**config.mk**
```make
export PLATFORM = sky130hd
export DESIGN_NAME = ad9228_tx_gearbox
export DESIGN_NICKNAME = d
export VERILOG_FILES = /design/src/rtl/ad9228_tx_pkg.sv /design/src/rtl/ad9228_tx_gearbox.sv
export SDC_FILE = /design/constraint.sdc
export NUM_CORES = 1
export LEC_CHECK = 0
export ABC_AREA = 1
export CAP_MARGIN = 20
export CORE_MARGIN = 2
export CORE_UTILIZATION = 30
export CTS_CLUSTER_SIZE = 20
export DETAILED_ROUTE_END_ITERATION = 6
export PLACE_DENSITY = 0.44
export SETUP_SLACK_MARGIN = 0.4
export SYNTH_ARGS = -nofsm -noshare
export SYNTH_HDL_FRONTEND = slang
export SYNTH_SLANG_ARGS = --single-unit
```
**constraint.sdc**
```tcl
create_clock -name data_out_clk -period 2.7 [get_ports data_out_clk]
set_input_delay 0.54 -clock data_out_clk [delete_from_list [all_inputs] [get_ports data_out_clk]]
set_output_delay 0.54 -clock data_out_clk [all_outputs]
set_load 0.01 [all_outputs]
```
**src/rtl/ad9228_tx_pkg.sv**
```systemverilog
// ad9228_tx_pkg: shared constants and state type for the AD9228 transmit gearbox.
package ad9228_tx_pkg;
  localparam int BYTE_WIDTH = 8;
  localparam int SR_WIDTH_DEFAULT = 32;
  typedef enum logic [1:0] {IDLE, STREAM, FLUSH} tx_state_t;
endpackage

```
**src/rtl/ad9228_tx_gearbox.sv**
```systemverilog
// ad9228_tx_gearbox: packs DATA_WIDTH-bit words into an MSB-first byte stream with word-MSB frame marks.
module ad9228_tx_gearbox
  import ad9228_tx_pkg::*;
#(
  parameter int DATA_WIDTH = 12,
  parameter int SR_WIDTH = SR_WIDTH_DEFAULT
) (
  input  logic                  data_out_clk,
  input  logic                  rstn,
  input  logic [DATA_WIDTH-1:0] data_in,
  input  logic                  data_valid_in,
  output logic                  data_ready_out,
  input  logic                  flush_in,
  output logic [7:0]            data_out,
  output logic                  data_valid_out,
  output logic [7:0]            frame_mark_out,
  output logic                  pad_out
);
  localparam int CW = $clog2(SR_WIDTH + 1);
  localparam logic [CW-1:0] BW = CW'(BYTE_WIDTH);
  logic [SR_WIDTH-1:0] data_q, mark_q, keep_data, keep_mark, data_d, mark_d;
  logic [CW-1:0] bit_count, rem, next_count;
  logic flush_pending, flush_pending_d, run, pop, push, in_flush;
  tx_state_t state, state_d;
  assign in_flush = state == FLUSH;
  assign pop = bit_count >= BW;
  assign rem = pop ? bit_count - BW : bit_count;
  // run holds ready low while reset is asserted without looking at rstn combinationally
  assign data_ready_out = run && !flush_pending && (int'(rem) + DATA_WIDTH <= SR_WIDTH);
  assign push = data_valid_in && data_ready_out;
  assign keep_data = data_q & ({SR_WIDTH{1'b1}} >> (SR_WIDTH - int'(rem)));
  assign keep_mark = mark_q & ({SR_WIDTH{1'b1}} >> (SR_WIDTH - int'(rem)));
  assign data_d = push ? (keep_data << DATA_WIDTH) | SR_WIDTH'(data_in) : keep_data;
  assign mark_d = push ? (keep_mark << DATA_WIDTH) | (SR_WIDTH'(1) << (DATA_WIDTH - 1)) : keep_mark;
  assign next_count = in_flush ? '0 : push ? rem + CW'(DATA_WIDTH) : rem;
  assign flush_pending_d = !in_flush && next_count != '0 &&
                           (flush_pending || (flush_in && (bit_count != '0 || push)));
  always_comb begin
    state_d = IDLE;
    state_d = flush_pending_d && next_count < BW ? FLUSH : next_count >= BW ? STREAM : IDLE;
  end
  always_ff @(posedge data_out_clk or negedge rstn) begin
    if (!rstn) begin
      run <= 1'b0;
      bit_count <= '0;
      flush_pending <= 1'b0;
      state <= IDLE;
      data_q <= '0;
      mark_q <= '0;
      data_out <= '0;
      frame_mark_out <= '0;
      data_valid_out <= 1'b0;
      pad_out <= 1'b0;
    end else begin
      run <= 1'b1;
      bit_count <= next_count;
      flush_pending <= flush_pending_d;
      state <= state_d;
      data_q <= in_flush ? '0 : data_d;
      mark_q <= in_flush ? '0 : mark_d;
      data_valid_out <= pop || in_flush;
      pad_out <= in_flush;
      if (pop) begin
        data_out <= 8'(data_q >> rem);
        frame_mark_out <= 8'(mark_q >> rem);
      end else if (in_flush) begin
        data_out <= 8'(data_q << (BYTE_WIDTH - int'(bit_count)));
        frame_mark_out <= 8'(mark_q << (BYTE_WIDTH - int'(bit_count)));
      end
    end
  end
endmodule

```
==> results.sh <==
export IMPL_antenna_found_initial=0
export IMPL_overflow=0
export IMPL_fin_nets=1211
export IMPL_drt_initial_drc_count=804
export IMPL_crit_type="reg2out"
export IMPL_netlist_area_um2=7050
export IMPL_crit_family="buffers and inverters"
export IMPL_clock_sinks=92
export IMPL_p_sw_share_pct=54.2
export IMPL_ys_warn_count=0
export IMPL_cpPeakStageDelay_ns=0.39
export IMPL_power_leakage_nw=4.12
export IMPL_synthMuxAreaShare_pct=0.852
export IMPL_fill_cells=2596
export IMPL_ir_drop_mv=0.513
export IMPL_drive_gt1_share_pct=15.7
export IMPL_netlist_instances=1141
export IMPL_synthFlopType="dfrtp_1"
export IMPL_status="completed"
export IMPL_hpwlAfterDp_um=22400
export IMPL_synthXorXnorAreaFrac_pct=0.231
export IMPL_avgSynthCellArea_um2=6.18
export IMPL_tightest_slew_ns=0.616
export IMPL_core_area_um2=23300
export IMPL_ant_nets=0
export IMPL_area_growth_pct=24.2
export IMPL_clockBufferDepth=2
export IMPL_critPathRequiredTime_ns=2.16
export IMPL_synthAdderAreaFrac_pct=0.710
export IMPL_final_setup_tns_ns=0
export IMPL_drt_pass1_iterations=6
export IMPL_p_seq_share_pct=16.2
export IMPL_synth_compound_area_share_pct=18.0
export IMPL_port_buffers=34
export IMPL_power_switching_mw=6.38
export IMPL_synth_seq_cells=92
export IMPL_hold_buffers=0
export IMPL_crit_fanout=4
export IMPL_pin_count=35
export IMPL_comb_power_share_pct=72.7
export IMPL_route_detailed_drc=0
export IMPL_fin_crit_sh_pct=84.6
export IMPL_synth_edf_count=0
export IMPL_wl_per_cell_um=19.4
export IMPL_gp_congestion=0.939
export IMPL_grt_max_degree=91
export IMPL_initial_utilization_pct=30.3
export IMPL_worst_slack_ns=0.416
export IMPL_clkTransAtPathRegs_ns=0.07
export IMPL_p_per_area_nw_per_um2=1340
export IMPL_worst_ep_arrival_time_ns=1.74
export IMPL_post_route_min_period_ns=2.28
export IMPL_start_kind="flip-flop"
export IMPL_dieHeight_um=157
export IMPL_cts_tree="yes"
export IMPL_synth_top_family_by_area="simple AND/OR/NAND/NOR gates"
export IMPL_vias_per_cell=5.18
export IMPL_hold_violations=0
export IMPL_synth_top_area_cell="dfrtp_1"
export IMPL_clkPwrFrac_pct=11.2
export IMPL_crit_path_top_delay_cell="dfrtp_1"
export IMPL_cts_buffers=9
export IMPL_vias=7842
export IMPL_diodes=0
export IMPL_max_freq_ghz=0.438
export IMPL_htree_levels=3
export IMPL_grt_use_total_pct=24.1
export IMPL_mostFrequentLayoutCells="363 x nand2_1, 152 x o21ai_0, 94 x nand3_1, 90 x dfrtp_1, 88 x inv_1"
export IMPL_synth_nets=1161
export IMPL_intPower_mw=5.38
export IMPL_path_buf_inv=5
export IMPL_synth_top_area_share_pct=32.7
export IMPL_synthTopCellsByArea="dfrtp_1 33%, nand2_1 20%, o21ai_0 12%"
export IMPL_cts_root_buf="clkbuf_16"
export IMPL_die_area_um2=24700
export IMPL_slew_headroom_pct=58.5
export IMPL_grt_pass1_vias=7401
export IMPL_rows=56
export IMPL_final_max_slew_viol_count=0
export IMPL_crit_top_cell="nor2_4"
export IMPL_rsz0062_at_grt="true"
export IMPL_end_kind="primary output"
export IMPL_ys_seq_area_share_pct=32.7
export IMPL_pre_cts_slack_ns=0.115
export IMPL_synth_distinct_cells=41
export IMPL_synth_simple_area_share_pct=37.5
export IMPL_die_w_um=157
export IMPL_ys_async_sr_fraction_pct=100
export IMPL_routed_wirelength_um=29400
export IMPL_path_cells="inv_2, ha_4, inv_4, buf_6, nand3_4, nor2_4, nor2_4, nand2_1, inv_1, buf_2"
export IMPL_hold_path_class="in2async"
export IMPL_finalSetupViolCount=0
export IMPL_layout_cells_most_common="nand2_1"
export IMPL_grt_pass1_wl_um=44500
export IMPL_cap_violations=0
export IMPL_fin_skew_ns=0.0184
export IMPL_clkLatencyLatePin_ns=0.37
## final timing paths
path	slack, ns	cells after the start	end	startpoint
min in group data_out_clk	0.48	2	frame_mark_out[6]	frame_mark_out[6]
setup reg to reg	0.45	16	data_q[30]	bit_count[3]
setup / recovery	0.42	10	data_ready_out	bit_count[4]
max in group asynchronous	1.81	2	data_out[0]	rstn
hold / removal	0.18	1	mark_q[27]	rstn
hold reg to reg	0.48	2	frame_mark_out[6]	frame_mark_out[6]
## cell usage after synthesis, types with 3 or more instances
library cell and count:
a21oi_1 38, dfrtp_1 92, mux2i_1 6, inv_1 95, nand2_1 381, nand2_2 6
nor2_2 5, buf_2 23, inv_2 7, nand3_1 101, clkinv_1 3, nor3_1 4
o21ai_1 14, ha_1 4, or2_2 10, nand4_1 17, nor2_1 89, clkbuf_1 32
nand3_2 3, o22ai_1 14, o21ai_0 166, buf_4 5
## area by class of cell
cell class / count / area (um2) / share of cell area [%]
multi-input combinational: 880 / 4350 / 49.6
sequential: 92 / 2300 / 26.3
tap: 319 / 399 / 4.56
clock buffer: 9 / 225 / 2.57
clock inverter: 7 / 66.3 / 0.757
inverter: 106 / 424 / 4.84
timing repair buffer: 102 / 990 / 11.3
## per-layer routing
metal	track usage (%)	part of all wire (%)	vias to the layer above
met2	37.6	45	230
met3	3.06	4.4	41
li1	-	-	3811
met4	6.67	2.4	0
met5	0	0	-
met1	35.0	49	3760
## what timing repair did
item                       CTS  global route
setup endpoints to repair   59            77
pin swaps                    5            16
cloned                       0             1
buffers inserted            10            13
gates resized for setup     23            97
## power groups by stage
stage	Sequential (mW)	Clock [mW]	Combinational (mW)
after floorplan	1.90	0	4.38
after global placement	1.93	0	7.03
after detailed placement	1.92	0	6.99
after CTS	1.90	1.34	7.42
after global routing	1.94	1.40	9.31
final	1.90	1.31	8.54
## stage by stage
stage               power (mW)  std cells  cell area (um2)  utilization [%]  hold slack (ns)
finish                    11.8       1515             8760             37.6            0.176
global route              12.6       1515             8760             37.6            0.208
CTS                       10.7       1501             8280             35.6            0.195
detailed placement        8.92       1475             7840             33.7            0.468
global placement          8.95       1475             7840             33.7            0.467
floorplan                 6.29       1141             7050                -            0.244
## cells by family after synthesis
logic type / Yosys count
buffers and inverters: 169
AND/OR/NAND/NOR: 624
multiplexers: 6
XOR/XNOR: 1
other: 1
AO/OA/AOI/OAI: 244
adder cells (fa/ha/maj): 4
flip-flops: 92
## registers in the layout (all words and copies together) (netlist names)
signal / flops
frame_mark_out: 8
state: 2
data_q: 32
bit_count: 6
mark_q: 32
run: 1
flush_pending: 1
data_valid_out: 1
data_out: 8
pad_out: 1
Note: power is estimated with default switching activity, not from simulation.
==> patch, RTL diff (same flow settings) <==
Set the parameter `DATA_WIDTH` to 6 (it was 12).
--- a/src/rtl/ad9228_tx_gearbox.sv
+++ b/src/rtl/ad9228_tx_gearbox.sv
@@ -2,7 +2,7 @@
 module ad9228_tx_gearbox
   import ad9228_tx_pkg::*;
 #(
-  parameter int DATA_WIDTH = 12,
+  parameter int DATA_WIDTH = 6,
   parameter int SR_WIDTH = SR_WIDTH_DEFAULT
 ) (
   input  logic                  data_out_clk,
Ports: changed (resized data_in); port bits go from 35 to 29. The function was not compared with the original's and may differ.
==> patch against the original RTL <==
- setup slack worse by 200 ps
- routed wire length up 0.73%
- combinational power increased by 24%
- power increased by 16%
- non-clock buffer count increased by 41
- cell area is 11% higher
- first-iteration DRC count down 12%
- sequential cell count did not move
- synthesized area rose by 0.25%
- highest routed layer unchanged
==> patch: results (changes against the original RTL) <==
Run status
  – Run status: finished clean

Synthesis
  – Post-synth net total: 1,104 (-4.9%)
  – Sequential fraction of the synthesis area: 32.58% (-0.081 points)
  – Synth cell count leaders: nand2_1 (290), o21ai_0 (132), nand3_1 (110)
  – Count of cell types in the netlist: 48 (+17%)
  – Mean Syn Cell Area: 6.501 um^2 (+5.2%)
  – Top post-synthesis cells by area: dfrtp_1 (33%), nand2_1 (15%), o21ai_0 (9.3%)

Pwr
  – Maximum VDD drop: 0.4736 mV (-7.7%)
  – Switching Share: 53.10% (-1.1 points)
  – Comb. pwr: 0.0106 W (+24%)
  – Power Dens Cells: 1400 nW/um^2 (+4.2%)
  – Leak: 4.259 nW (+3.4%)
  – Sequential share of power: 13.1% (-3.1 points)

Clock tree
  – Worst-Skew Late Latency: 370 ps (about the same)
  – Root buffer cell: clkbuf_16
  – PostCTS Resize Cnt: 48 (+110%)
  – Setup bufs post-CTS: 18 (+8)
  – # H-tree levels: 3 (unchanged)

Global route
  – Overall routing resource usage: 23.18% (-0.93 points)
  – Largest net degree at the start of global routing: 93 (+2.2%)
  – First-pass GRT wire length: 42.97 mm (-3.4%)
  – Vias in the first global route: 7,183 (-2.9%)

Final layout
  – Nets: 1,188 (-1.9%)
  – Diodes inserted: 0 (unchanged)
  – Share of cells above drive strength 1: 26.36% (+11 points)
  – Fillers: 2,439 (-6.0%)

Placement
  – Post-Place Cells: 1,412 (-4.3%)
  – Final Wtd Congestion: 0.9012 (-4.1%)
  – Port bufs: 28 (-18%)

STA
  – Max transition margin: 45.63% (-13 points)
  – Clk_skew: 13.07 ps (-5.317 ps)
  – Setup TNS: 0 ps (unchanged)

Detailed routing
  – Initial DRC Count: 704 (-12%)
  – Via count: 7,888 (+0.59%)
  – Wirelength, routed: 29.63 mm (+0.73%)
  – WL/cell: 19.82 um (+2.1%)

Worst setup path
  – WP data arrival: 1940 ps (+200 ps)
-- patch: cell count changes in the layout (fill, tap and decap cells not counted), moves of 7 or more --
cell,unedited run,this run
inv_1,88,61
nand3_2,7,15
o211ai_1,2,13
buf_4,52,74
a31oi_1,2,9
o21ai_1,24,15
o21ai_2,5,20
o22ai_2,0,18
buf_6,7,19
o21ai_0,152,113
nand2_1,363,273
-- patch: final timing paths --
path	to	slack, ps	cells after the start
max reg2reg	mark_q[27]	280	15
min	frame_mark_out[7]	140	2
max in group asynchronous	data_q[18]	1990	2
max	data_ready_out	220	11
min reg2reg	data_out[4]	490	1
min in group data_out_clk	data_out[4]	490	1
-- patch: per-layer routing --
layer | vias to the layer above | track usage [%] | share of wire, %
met5 | - | 0 | 0
met3 | 46 | 2.863 | 4.6
met1 | 3756 | 33.61 | 47
li1 | 3845 | - | -
met4 | 0 | 6.970 | 2.8
met2 | 241 | 35.91 | 46
-- patch: cells by family (layout without fill, tap and decap cells) --
family	count (synthesis)	count (layout)	share of synthesized area (%)
simple gates	546	547	33.45
compound gates	272	272	21.83
buf+inv	161	249	9.649
flops	92	92	32.58
fa+ha+maj	7	7	1.239
mux	6	6	0.8499
xor+xnor	2	2	0.3542
other cells	1	1	0.05307
-- patch: metrics by stage --
step                      worst slack, ps  cell area [um^2]
final                               216.5              9751
after global routing                97.21              9751
after CTS                           220.1              8622
after detailed placement            108.1              7895
after global placement              99.48              7895
after floorplan                     371.5              7186
-- patch: layout make-up --
cell class / instances / share of cell area (%)
multi-input cells: 835 / 49.39
repair inverters: 1 / 0.07699
flip-flops and latches: 92 / 23.66
repair buffers: 143 / 15.95
clock buffers: 9 / 2.310
well taps: 319 / 4.093
inverters: 89 / 3.811
clock inverters: 7 / 0.7058
